[src/rtl/sipo_frame_ctrl.sv]
// Serial-in / parallel-out frame assembler with start/abort control and a
// valid/ready output holding register that flags frames dropped while full.
module sipo_frame_ctrl #(
    parameter int WIDTH         = 8,
    parameter bit FIRST_BIT_MSB = 1'b1
) (
    input  logic                       clk,
    input  logic                       reset,
    input  logic                       start,
    input  logic                       abort,
    input  logic                       bit_valid,
    input  logic                       serial_in,
    output logic                       busy,
    output logic [$clog2(WIDTH+1)-1:0] bit_count,
    output logic [WIDTH-1:0]           data_out,
    output logic                       data_valid,
    input  logic                       data_ready,
    output logic                       overrun,
    input  logic                       clr_overrun
);

    localparam int CW = $clog2(WIDTH + 1);

    typedef enum logic {
        IDLE  = 1'b0,
        SHIFT = 1'b1
    } state_t;

    state_t          state_r;
    logic            busy_r;
    logic [CW-1:0]   bit_count_r;
    logic [WIDTH-1:0] shift_r;
    logic [WIDTH-1:0] data_out_r;
    logic            data_valid_r;
    logic            overrun_r;

    logic [WIDTH-1:0] shifted_s;
    logic            last_bit_s;
    logic            load_s;
    logic            drop_s;

    // Next shift-register contents when a bit is accepted
    always_comb begin
        shifted_s = shift_r;
        if (FIRST_BIT_MSB) begin
            shifted_s = {shift_r[WIDTH-2:0], serial_in};
        end else begin
            shifted_s = {serial_in, shift_r[WIDTH-1:1]};
        end
    end

    // Abort outranks a coinciding last bit, so it also suppresses completion
    assign last_bit_s = (state_r == SHIFT) && !abort && bit_valid &&
                        (bit_count_r == CW'(WIDTH - 1));
    assign load_s     = last_bit_s && (!data_valid_r || data_ready);
    assign drop_s     = last_bit_s && data_valid_r && !data_ready;

    // Frame assembly FSM: shift register, bit counter and busy flag
    always_ff @(posedge clk or negedge reset) begin
        if (!reset) begin
            state_r     <= IDLE;
            busy_r      <= 1'b0;
            bit_count_r <= {CW{1'b0}};
            shift_r     <= {WIDTH{1'b0}};
        end else begin
            case (state_r)
                IDLE: begin
                    if (start && !abort) begin
                        state_r     <= SHIFT;
                        busy_r      <= 1'b1;
                        bit_count_r <= {CW{1'b0}};
                        shift_r     <= {WIDTH{1'b0}};
                    end
                end
                SHIFT: begin
                    if (abort || last_bit_s) begin
                        state_r     <= IDLE;
                        busy_r      <= 1'b0;
                        bit_count_r <= {CW{1'b0}};
                        shift_r     <= {WIDTH{1'b0}};
                    end else if (bit_valid) begin
                        bit_count_r <= bit_count_r + CW'(1);
                        shift_r     <= shifted_s;
                    end
                end
                default: begin
                    state_r     <= IDLE;
                    busy_r      <= 1'b0;
                    bit_count_r <= {CW{1'b0}};
                    shift_r     <= {WIDTH{1'b0}};
                end
            endcase
        end
    end

    // Output holding register with valid/ready handshake
    always_ff @(posedge clk or negedge reset) begin
        if (!reset) begin
            data_out_r   <= {WIDTH{1'b0}};
            data_valid_r <= 1'b0;
        end else if (load_s) begin
            data_out_r   <= shifted_s;
            data_valid_r <= 1'b1;
        end else if (data_valid_r && data_ready) begin
            data_valid_r <= 1'b0;
        end
    end

    // Sticky overrun flag; a new drop outranks a simultaneous clear
    always_ff @(posedge clk or negedge reset) begin
        if (!reset) begin
            overrun_r <= 1'b0;
        end else if (drop_s) begin
            overrun_r <= 1'b1;
        end else if (clr_overrun) begin
            overrun_r <= 1'b0;
        end
    end

    assign busy       = busy_r;
    assign bit_count  = bit_count_r;
    assign data_out   = data_out_r;
    assign data_valid = data_valid_r;
    assign overrun    = overrun_r;

endmodule
[config.mk]
export PLATFORM = sky130hd
export DESIGN_NAME = sipo_frame_ctrl
export DESIGN_NICKNAME = d
export VERILOG_FILES = /design/src/rtl/sipo_frame_ctrl.sv
export SDC_FILE = /design/constraint.sdc
export NUM_CORES = 1
export LEC_CHECK = 0
export BUFFER_PORTS_ARGS = -buffer_cell sky130_fd_sc_hd__buf_2
export CORE_MARGIN = 3
export CORE_UTILIZATION = 35
export CTS_CLUSTER_SIZE = 10
export DETAILED_ROUTE_END_ITERATION = 8
export HOLD_SLACK_MARGIN = 0.05
export PLACE_DENSITY = 0.64
export SLEW_MARGIN = 20
export SYNTH_ARGS = -nofsm -noshare
export SYNTH_HDL_FRONTEND = slang
export SYNTH_SLANG_ARGS = --single-unit
[constraint.sdc]
create_clock -name clk -period 2.05 [get_ports clk]
set_clock_uncertainty 0.2 [all_clocks]
set_input_delay 0.3075 -clock clk [delete_from_list [all_inputs] [get_ports clk]]
set_output_delay 0.3075 -clock clk [all_outputs]
set_load 0.01 [all_outputs]
==> reports/metrics.csv <==
stage,metric,value,unit
yosys,yosys_warnings,0,
detailed_routing,vias,647,
finish,fin_cells,128,
detailed_routing,drt_iter0_drc,21,
floorplanning,dieArea,3510,µm²
global_route,grt_pass1_vias,611,
global_route,antenna_found_initial,0,
worst_hold_path,hp-class,in2reg,
clock_network,clk_pin_slew,0.12,ns
finish,nets,108,
placement,dp_slack,0.208,ns
sta,fmax,527,MHz
critical_path,rr_worst_depth,5,
finish,drive_above_1_share,48.0,%
detailed_routing,dr.pass1.iters,4,
sta,setup-tns-final,0,ns
yosys,netlist_instances,69,
yosys,post_synth_num_cell_types,23,
sta,report.final.slew_viol_count,0,
sta,layout_min_cycle_time,1.90,ns
global_route,grt_pass1_wl,3.01,mm
finish,area_delta_synth_final,20.2,%
detailed_routing,wl_per_cell,14.0,µm
sta,worstMarginPinSlew,0.517,ns
sta,setup_ws,0.154,ns
sta,setup_viol,0,
critical_path,path_class,in2reg,
critical_path,r2r-end,data_out[7]$_DFFE_PN0P_,
clock_network,cts_sinks,23,
clock_network,post-cts-setup-buffers,0,
clock_network,htree_levels,1,
yosys,avgSynthCellArea,14.4,µm²
critical_path,critPathRequiredTime,2.05,ns
sta,hold_viol,0,
finish,final_area,1190,µm²
clock_network,cts_buffers,3,
critical_path,critPathArrivalTime,1.90,ns
critical_path,cp-start-kind,input port,
finish,diodes,0,
placement,placed_area,1130,µm²
clock_network,root_buffer,clkbuf_4,
critical_path,r2r_slack,0.17,ns
global_route,grt_max_degree,24,
detailed_routing,routed-wl-met2,821,µm
floorplanning,die_x,59.3,µm
global_route,gr-total-overflow,0,
detailed_routing,ant_nets,0,
worst_hold_path,hold-path-endpoint,state_r$_DFF_PN0_,
power_and_ir_drop,internal-power,561,µW
sta,relSlewSlack,65.5,%
detailed_routing,wl_met3,82,µm
detailed_routing,routedLengthMet1,889,µm
power_and_ir_drop,p_leak,0.000626,µW
power_and_ir_drop,p_clk_share,28.3,%
placement,gp_congestion,0.773,
yosys,synth_area,993,µm²
clock_network,cts_tree,yes,
critical_path,slowest_delay,0.53,ns
power_and_ir_drop,pwr-share-comb,7.9,%
yosys,yosysTopAreaCell,dfrtp_1,
power_and_ir_drop,p_switching,177,µW
power_and_ir_drop,peakVddDrop,0.000359,V
floorplanning,ios,23,
status,status,"complete, no violations",
clock_network,worstSkewPairLatency,0.31,ns
global_route,grt_usage,11.5,%
placement,place_hpwl,1.23,mm
critical_path,r2r-start,bit_count[0]$_DFFE_PN0P_,
worst_hold_path,worstHoldStart,start,
sta,fin_crit_sh,92.5,%
detailed_routing,wl,1.79,mm
floorplanning,row_count,18,
placement,place_inst,120,
worst_hold_path,min_path_cells,3,
critical_path,cp_max_fo,8,
clock_network,clock_path_buffers,2,
sta,rsz0062_at_grt,no,
yosys,yosys.area.top_type_share,57.9,%
detailed_routing,avgViaCountPerCell,5.05,
critical_path,cp_cell_sequence,dlygate4sd3_1 -> buf_2 -> and2b_1 -> and3_1 -> buf_4 -> mux2_4,
yosys,ys_seq_area_share,57.9,%
run,max_cap_viol_count,0,
yosys,yosys_register_bits,23,
power_and_ir_drop,p_sw_share,24.0,%
placement,port_buffers,22,
power_and_ir_drop,total_power,738,µW
floorplanning,die_h,59.3,µm
yosys,syn-num-nets,78,
floorplanning,start_util,38.4,%
yosys,synth.area.top_cells,"dfrtp_1 (58%), mux2_4 (12%), a22o_2 (8.1%)",
power_and_ir_drop,seq_power_share,63.8,%
critical_path,cpMaxStageDelayCell,dlygate4sd3_1,
detailed_routing,remaining_drc_errors,0,
finish,num-fill-cells,253,
power_and_ir_drop,powerDensity,618,nW/µm²
floorplanning,core_region_area,2590,µm²
critical_path,endpoint_kind,flop,
detailed_routing,top_layer,met3,
==> flip-flops by register name, indices dropped and copies added (netlist names) <==
| signal | flops |
|---|---|
| bit_count | 4 |
| data_valid | 1 |
| state_r | 1 |
| busy | 1 |
| data_out | 8 |
| shift_r | 7 |
| overrun | 1 |
==> synth_stat cells <==
library cell,n
a211oi_1,1
a221o_1,1
a22o_2,8
and2b_1,2
and3_1,1
and4_1,1
and4b_4,1
buf_6,2
dfrtp_1,23
ha_1,1
inv_1,3
inv_2,1
mux2_2,1
mux2_4,8
nand2_1,3
nand2b_1,2
nand3_1,1
nor2_1,3
o22ai_1,1
o22ai_2,1
o311a_1,1
o32ai_1,2
xnor2_1,1
==> layout make-up <==
type | instances | area (µm²) | share of cell area, %
clock buffers | 3 | 22.5 | 1.89
clock inverters | 1 | 5.00 | 0.419
inverters | 4 | 15.0 | 1.26
multi-input cells | 40 | 380 | 31.9
flip-flops and latches | 23 | 576 | 48.2
well taps | 30 | 37.5 | 3.14
repair buffers | 27 | 158 | 13.2
==> how the worst max path moves through the flow <==
stage	slack, ns	end	start	cells after the start
2_1_floorplan	0.28	data_out[0]$_DFFE_PN0P_	bit_count[0]$_DFFE_PN0P_	5
3_3_place_gp	0.25	data_out[1]$_DFFE_PN0P_	bit_count[0]$_DFFE_PN0P_	5
3_5_place_dp	0.21	data_out[7]$_DFFE_PN0P_	bit_count[0]$_DFFE_PN0P_	5
4_1_cts	0.16	data_out[7]$_DFFE_PN0P_	abort	6
5_1_grt	0.07	data_out[7]$_DFFE_PN0P_	bit_count[0]$_DFFE_PN0P_	5
6_report	0.15	data_out[7]$_DFFE_PN0P_	abort	6
==> critical path, delay by kind of cell <==
kind | cells | cell delay (ns)
buffers and inverters | 3 | 0.87
muxes | 1 | 0.31
and+or+nand+nor | 2 | 0.40
==> cells in the final DEF, fill, tap and decap left out, types with 2 or more instances in the layout <==
| master | n |
|---|---|
| nand2b_1 | 2 |
| dlygate4sd3_1 | 4 |
| dfrtp_1 | 23 |
| inv_1 | 3 |
| clkbuf_4 | 3 |
| nand2_1 | 3 |
| mux2_4 | 8 |
| nor2_1 | 3 |
| buf_2 | 22 |
| and2b_1 | 2 |
| o32ai_1 | 2 |
| a22o_2 | 8 |
==> repair_timing <==
item,CTS,global route
hold endpoints to repair,28,0
endpoints found under the setup margin,0,0
resized for setup,0,0
hold buffers,4,0
==> metrics by stage <==
| step | utilization [%] | hold WS, ns |
|---|---|---|
| after floorplan | - | -0.188 |
| after global placement | 43.5 | 0.103 |
| after detailed placement | 43.5 | 0.116 |
| after CTS | 46.1 | 0.0516 |
| after global routing | 46.1 | 0.0650 |
| final | 46.1 | 0.0578 |
==> routing by layer <==
| metal | global-route usage [%] | vias to the layer above |
|---|---|---|
| met1 | 17.7 | 323 |
| met5 | 0 | - |
| li1 | - | 311 |
| met2 | 15.1 | 13 |
| met3 | 1.53 | 0 |
| met4 | 6.80 | 0 |
==> power by group through the flow <==
stage	Sequential [µW]	Combinational [µW]	Clock [µW]
floorplan	481	24.3	0
global placement	479	53.0	0
detailed placement	480	53.5	0
CTS	471	59.7	220
global route	472	65.8	240
finish	471	58.2	209
==> cells by family after synthesis <==
kind of cell,share of synthesized area [%]
buf+inv,3.78
compound gates,14.5
fa+ha+maj,1.26
flops,57.9
xor+xnor,0.882
mux,13.2
simple gates,8.44
No activity file was read; power rests on OpenSTA's default activity.
